`config.mk`:
```
export PLATFORM = sky130hd
export DESIGN_NAME = cordic_mult
export DESIGN_NICKNAME = d
export VERILOG_FILES = /design/src/rtl/cordic_mult.sv
export SDC_FILE = /design/constraint.sdc
export NUM_CORES = 1
export LEC_CHECK = 0
export CORE_AREA = 2 2 119 121
export CTS_CLUSTER_SIZE = 28
export DETAILED_ROUTE_END_ITERATION = 12
export DIE_AREA = 0 0 121 123
export GPL_TIMING_DRIVEN = 0
export HOLD_SLACK_MARGIN = 0.15
export PLACE_DENSITY = 0.87
export SYNTH_ARGS = -nofsm -noshare
export SYNTH_HDL_FRONTEND = slang
export SYNTH_SLANG_ARGS = --single-unit
```
`constraint.sdc`:
```
create_clock -name clk -period 12.16 [get_ports clk]
set_clock_uncertainty 0.15 [all_clocks]
set_input_delay 2.432 -clock clk [delete_from_list [all_inputs] [get_ports clk]]
set_output_delay 2.432 -clock clk [all_outputs]
set_load 0.02 [all_outputs]
```
`src/rtl/cordic_mult.sv`:
```
// Iterative signed-digit CORDIC multiplier (linear rotation mode): product = x * z, no multiplier.
// Define CORDIC_MULT_EARLY_EN to finish as soon as the residual z reaches zero.
module cordic_mult #(
  parameter int W = 16
) (
  input  logic             clk,
  input  logic             rst,
  input  logic             cordic_mult_en,
  input  logic [W-1:0]     multiplicand,
  input  logic [W-1:0]     multiplier,
  output logic [2*W-1:0]   product,
  output logic             cordic_mult_flag,
  output logic             busy
);

  localparam int YW = 2*W + 2;
  localparam int ZW = W + 2;
  localparam int CW = $clog2(W);
  localparam logic [CW-1:0] COUNT_MAX  = CW'(W - 1);
  localparam logic [CW-1:0] COUNT_ZERO = {CW{1'b0}};
  localparam logic [ZW-1:0] Z_ONE      = {{(ZW-1){1'b0}}, 1'b1};

  typedef enum logic [1:0] {
    IDLE = 2'd0,
    RUN  = 2'd1,
    DONE = 2'd2
  } state_t;

  state_t          state_r;
  state_t          state_s;
  logic [CW-1:0]   count_r;
  logic [W-1:0]    x_r;
  logic [ZW-1:0]   z_r;
  logic [YW-1:0]   y_r;
  logic            load_s;
  logic            iter_s;
  logic            done_s;
  logic            z_zero_s;
  logic            z_neg_s;
  logic [YW-1:0]   x_step_s;
  logic [ZW-1:0]   z_step_s;

  // x zero-extended to the accumulator width, then weighted by 2^k
  function automatic logic [YW-1:0] scale_x(input logic [W-1:0] x, input logic [CW-1:0] k);
    logic [YW-1:0] ext;
    ext = {{(YW-W){1'b0}}, x};
    return ext << k;
  endfunction

  assign z_zero_s = (z_r == {ZW{1'b0}});
  assign z_neg_s  = z_r[ZW-1];
  assign x_step_s = scale_x(x_r, count_r);
  assign z_step_s = Z_ONE << count_r;

  // State register
  always_ff @(posedge clk or negedge rst) begin
    if (!rst) begin
      state_r <= IDLE;
    end else begin
      state_r <= state_s;
    end
  end

  // Next-state logic
  always_comb begin
    state_s = state_r;
    case (state_r)
      IDLE: begin
        if (cordic_mult_en) state_s = RUN;
        else                state_s = IDLE;
      end
      RUN: begin
`ifdef CORDIC_MULT_EARLY_EN
        if (z_zero_s)                  state_s = IDLE;
        else if (count_r == COUNT_ZERO) state_s = DONE;
        else                           state_s = RUN;
`else
        if (count_r == COUNT_ZERO) state_s = DONE;
        else                       state_s = RUN;
`endif
      end
      DONE:    state_s = IDLE;
      default: state_s = IDLE;
    endcase
  end

  // Control decode from the current state
  always_comb begin
    load_s = 1'b0;
    iter_s = 1'b0;
    done_s = 1'b0;
    case (state_r)
      IDLE: load_s = cordic_mult_en;
      RUN: begin
        iter_s = 1'b1;
`ifdef CORDIC_MULT_EARLY_EN
        done_s = z_zero_s;
`else
        done_s = 1'b0;
`endif
      end
      DONE:    done_s = 1'b1;
      default: done_s = 1'b0;
    endcase
  end

  // Operand load and one signed-digit step per cycle; z==0 leaves y and z untouched
  always_ff @(posedge clk or negedge rst) begin
    if (!rst) begin
      x_r     <= {W{1'b0}};
      z_r     <= {ZW{1'b0}};
      y_r     <= {YW{1'b0}};
      count_r <= COUNT_MAX;
    end else if (load_s) begin
      x_r     <= multiplicand;
      z_r     <= {{2{multiplier[W-1]}}, multiplier};
      y_r     <= {YW{1'b0}};
      count_r <= COUNT_MAX;
    end else if (iter_s) begin
      if (z_zero_s) begin
        y_r <= y_r;
        z_r <= z_r;
      end else if (z_neg_s) begin
        y_r <= y_r - x_step_s;
        z_r <= z_r + z_step_s;
      end else begin
        y_r <= y_r + x_step_s;
        z_r <= z_r - z_step_s;
      end
      if (count_r != COUNT_ZERO) count_r <= count_r - {{(CW-1){1'b0}}, 1'b1};
      else                       count_r <= count_r;
    end else begin
      count_r <= count_r;
    end
  end

  // Registered outputs; busy follows the next state so it falls with the flag rise
  always_ff @(posedge clk or negedge rst) begin
    if (!rst) begin
      product          <= {(2*W){1'b0}};
      cordic_mult_flag <= 1'b0;
      busy             <= 1'b0;
    end else begin
      if (done_s) product <= y_r[2*W-1:0];
      else        product <= product;
      cordic_mult_flag <= done_s;
      busy             <= (state_s != IDLE);
    end
  end

endmodule

```
==> results.py <==
metrics = {
    "synthesis": {
        "synth.avg_cell_area_sq_um": 8.37,
        "netlist_instances": 1045,
        "synthFlopType": "dfrtp_1",
        "synth_edf_count": 0,
        "ys_seq_elements": 106,
        "syn-num-nets": 1137,
        "yosys_warnings": 0,
        "syn_area_sq_mm": 0.00874,
        "synthArstFlopShare_pct": 100,
        "ys_seq_area_share_pct": 30.4,
        "ys_types": 77,
    },
    "die": {
        "die_width_um": 121,
        "rows": 43,
        "die_area_sq_mm": 0.0149,
        "fp.dieH_um": 123,
        "start_util_pct": 64.2,
        "coreArea_sq_mm": 0.0136,
        "ioPinCount": 69,
    },
    "flow_run": {
        "cap_violations": 0,
    },
    "clock_network": {
        "holdBufCountCts": 0,
        "cts_tree": "built",
        "clock-sinks": 106,
        "clk_pin_slew_ns": 0.07,
        "cts_resized": 0,
        "cts_made_buffers": 9,
        "clk_latency_ns": 0.36,
        "cts_max_level": 3,
        "cts_setup_buffers": 0,
        "clockRootBuffer": "clkbuf_16",
        "cts_buffer_depth": 2,
    },
    "grt": {
        "antenna_found_initial": 0,
        "grt_pass1_vias": 7549,
        "grtUsageTotal_pct": 32.9,
        "overflow": 0,
        "grt_max_degree": 60,
        "grt_pass1_wl_um": 38700,
    },
    "layout": {
        "fin_nets": 1217,
        "syn_to_final_growth_pct": 14.4,
        "layout-drive-gt1-share_pct": 8.41,
        "antennaDiodeCount": 0,
    },
    "place": {
        "finalWeightedCongestion": 0.968,
        "numPortBuffers": 68,
        "hpwl_um": 18200,
    },
    "drt": {
        "dr.pass1.iters": 6,
        "totalWireLength_um": 23600,
        "routed_via_density": 6.29,
        "routedWlPerCell_um": 18.0,
        "vias": 8238,
        "drt-initial-drc-count": 876,
        "antenna_left": 0,
        "route.detailed.drc": 0,
    },
    "setup_path": {
        "crit_arrival_ns": 6.31,
        "setup.worst_path.start_class": "flop",
        "crit_type": "reg2reg",
        "cp_max_fo": 10,
        "required_ns": 12.23,
        "end_kind": "flop",
    },
    "sta": {
        "tightestPinTransition_ns": 0.795,
        "period_minus_slack_ns": 6.24,
        "drv_slew": 0,
        "maxSlewHeadroom_pct": 47.0,
        "fmax_ghz": 0.160,
        "hold_viol": 0,
        "finalSetupViolCount": 0,
        "grt_setup_unrepaired": "false",
        "fin_setup_tns_ns": 0,
        "min_period_over_period_pct": 51.3,
    },
    "hold_path": {
        "min_path_type": "reg2reg",
    },
    "status": {
        "status": "complete, no violations",
    },
}
-- worst max-delay path: stages (launching register included) --
cell and delay [ns]:
dfstp_2 0.51, buf_2 0.25, clkbuf_1 0.40, clkbuf_1 0.43
nor2_1 0.14, clkbuf_1 0.27, nand3_1 0.20, ha_1 0.21
o211a_1 0.22, and4_1 0.29, inv_1 0.06, nor2_1 0.14
a21oi_1 0.09, xor2_1 0.17, ha_1 0.36, and3_1 0.21
and3_1 0.21, and2_1 0.15, a32o_1 0.25, a21o_1 0.17
o221ai_1 0.33, o2111ai_1 0.25, o41ai_1 0.35, xor2_1 0.18
o21ai_0 0.09
-- flip-flops by register name, summed over array words and instances, names as in the netlist --
register / flops
product: 32
z_r: 18
state_r: 2
y_r: 32
count_r: 4
busy: 1
x_r: 16
cordic_mult_flag: 1
-- final cells by class --
cell class	count	area, sq um
plain buffers	59	259
clock buffers	10	239
clock inverters	6	87.6
fillers	1048	3610
inverters	37	139
multi-input cells	843	5690
flip-flops and latches	106	2660
well taps	180	225
repair buffers	69	706
-- cells in the mapped netlist (all sizes together) (5+ instances only) --
cell type  number  share of area [%]
a31oi          18                1.3
ha             55                7.9
o211ai          5               0.43
dfrtp         102                 29
buf            18                1.2
nand2         159                6.8
and3           11               0.79
a21o           21                1.8
or2             5               0.39
a21oi          93                5.3
o21ai          93                5.3
nor2           75                3.2
mux4            7                1.8
or3             9               0.64
inv            37                1.6
a211oi          9               0.77
mux2           44                5.8
clkbuf         41                1.8
o21bai          6               0.52
mux2i          31                3.5
nor3           10               0.57
nand2b         20                1.4
nand3          13               0.74
xnor2          34                3.4
nor4            7               0.67
o21a            5               0.43
o22ai           6               0.43
xor2           34                3.4
-- final timing paths --
kind / cells after the start / endpoint / slack, ns / from
min in group asynchronous: 1 / z_r[2] / 1.92 / rst
max: 24 / y_r[30] / 5.92 / count_r[2]
min reg2reg: 2 / product[0] / 0.33 / product[0]
max in group asynchronous: 2 / y_r[17] / 9.22 / rst
max reg2reg: 24 / y_r[30] / 5.92 / count_r[2]
min: 2 / product[0] / 0.33 / product[0]
-- stage by stage --
step / setup slack (ns) / cells / util, % / instance area [sq um] / hold slack (ns)
3_3_place_gp: 4.58 / 1293 / 70.9 / 9650 / 0.313
3_5_place_dp: 6.00 / 1294 / 71.1 / 9670 / 0.324
6_report: 5.92 / 1310 / 73.5 / 10000 / 0.331
2_1_floorplan: 6.95 / 1045 / - / 8740 / 0.300
5_1_grt: 5.50 / 1310 / 73.5 / 10000 / 0.359
4_1_cts: 6.00 / 1310 / 73.5 / 10000 / 0.336
-- per-layer routing --
| metal | wire length [um] | share of wire (%) | vias to the layer above | GRT usage (%) |
|---|---|---|---|---|
| li1 | - | - | 3902 | - |
| met1 | 10300 | 44 | 3892 | 47.0 |
| met2 | 10700 | 45 | 391 | 51.0 |
| met3 | 1930 | 8.2 | 53 | 5.07 |
| met4 | 633 | 2.7 | 0 | 11.6 |
| met5 | 0 | 0 | - | 0 |
-- cells in the final DEF, fill, tap and decap left out, drive strengths merged, types with 5 or more instances in the layout --
cell             n
o21a             5
mux4             7
nand2          159
dfrtp          102
or2              5
and3            11
nor2            75
clkbuf          51
clkdlybuf4s50   67
buf             20
o21bai           6
o211ai           5
a21o            21
o22ai            6
o21ai           93
a211oi           9
nor4             7
a31oi           18
mux2i           31
nand2b          20
nand3           13
xor2            34
a21oi           93
mux2            44
inv             39
ha              55
xnor2           34
nor3            10
or3              9
-- kinds of logic (layout without fill, tap and decap cells) --
logic type / after synthesis / after routing / share of synthesized area [%]
compound gates: 304 / 304 / 21.3
buf+inv: 96 / 181 / 4.55
flops: 106 / 106 / 30.4
mux: 82 / 82 / 11.1
simple gates: 332 / 332 / 17.4
fa+ha+maj: 57 / 57 / 8.33
xor+xnor: 68 / 68 / 6.81
Power is not shown: default switching activity piles up to over one toggle a cycle in this logic, so the estimate is an artifact.
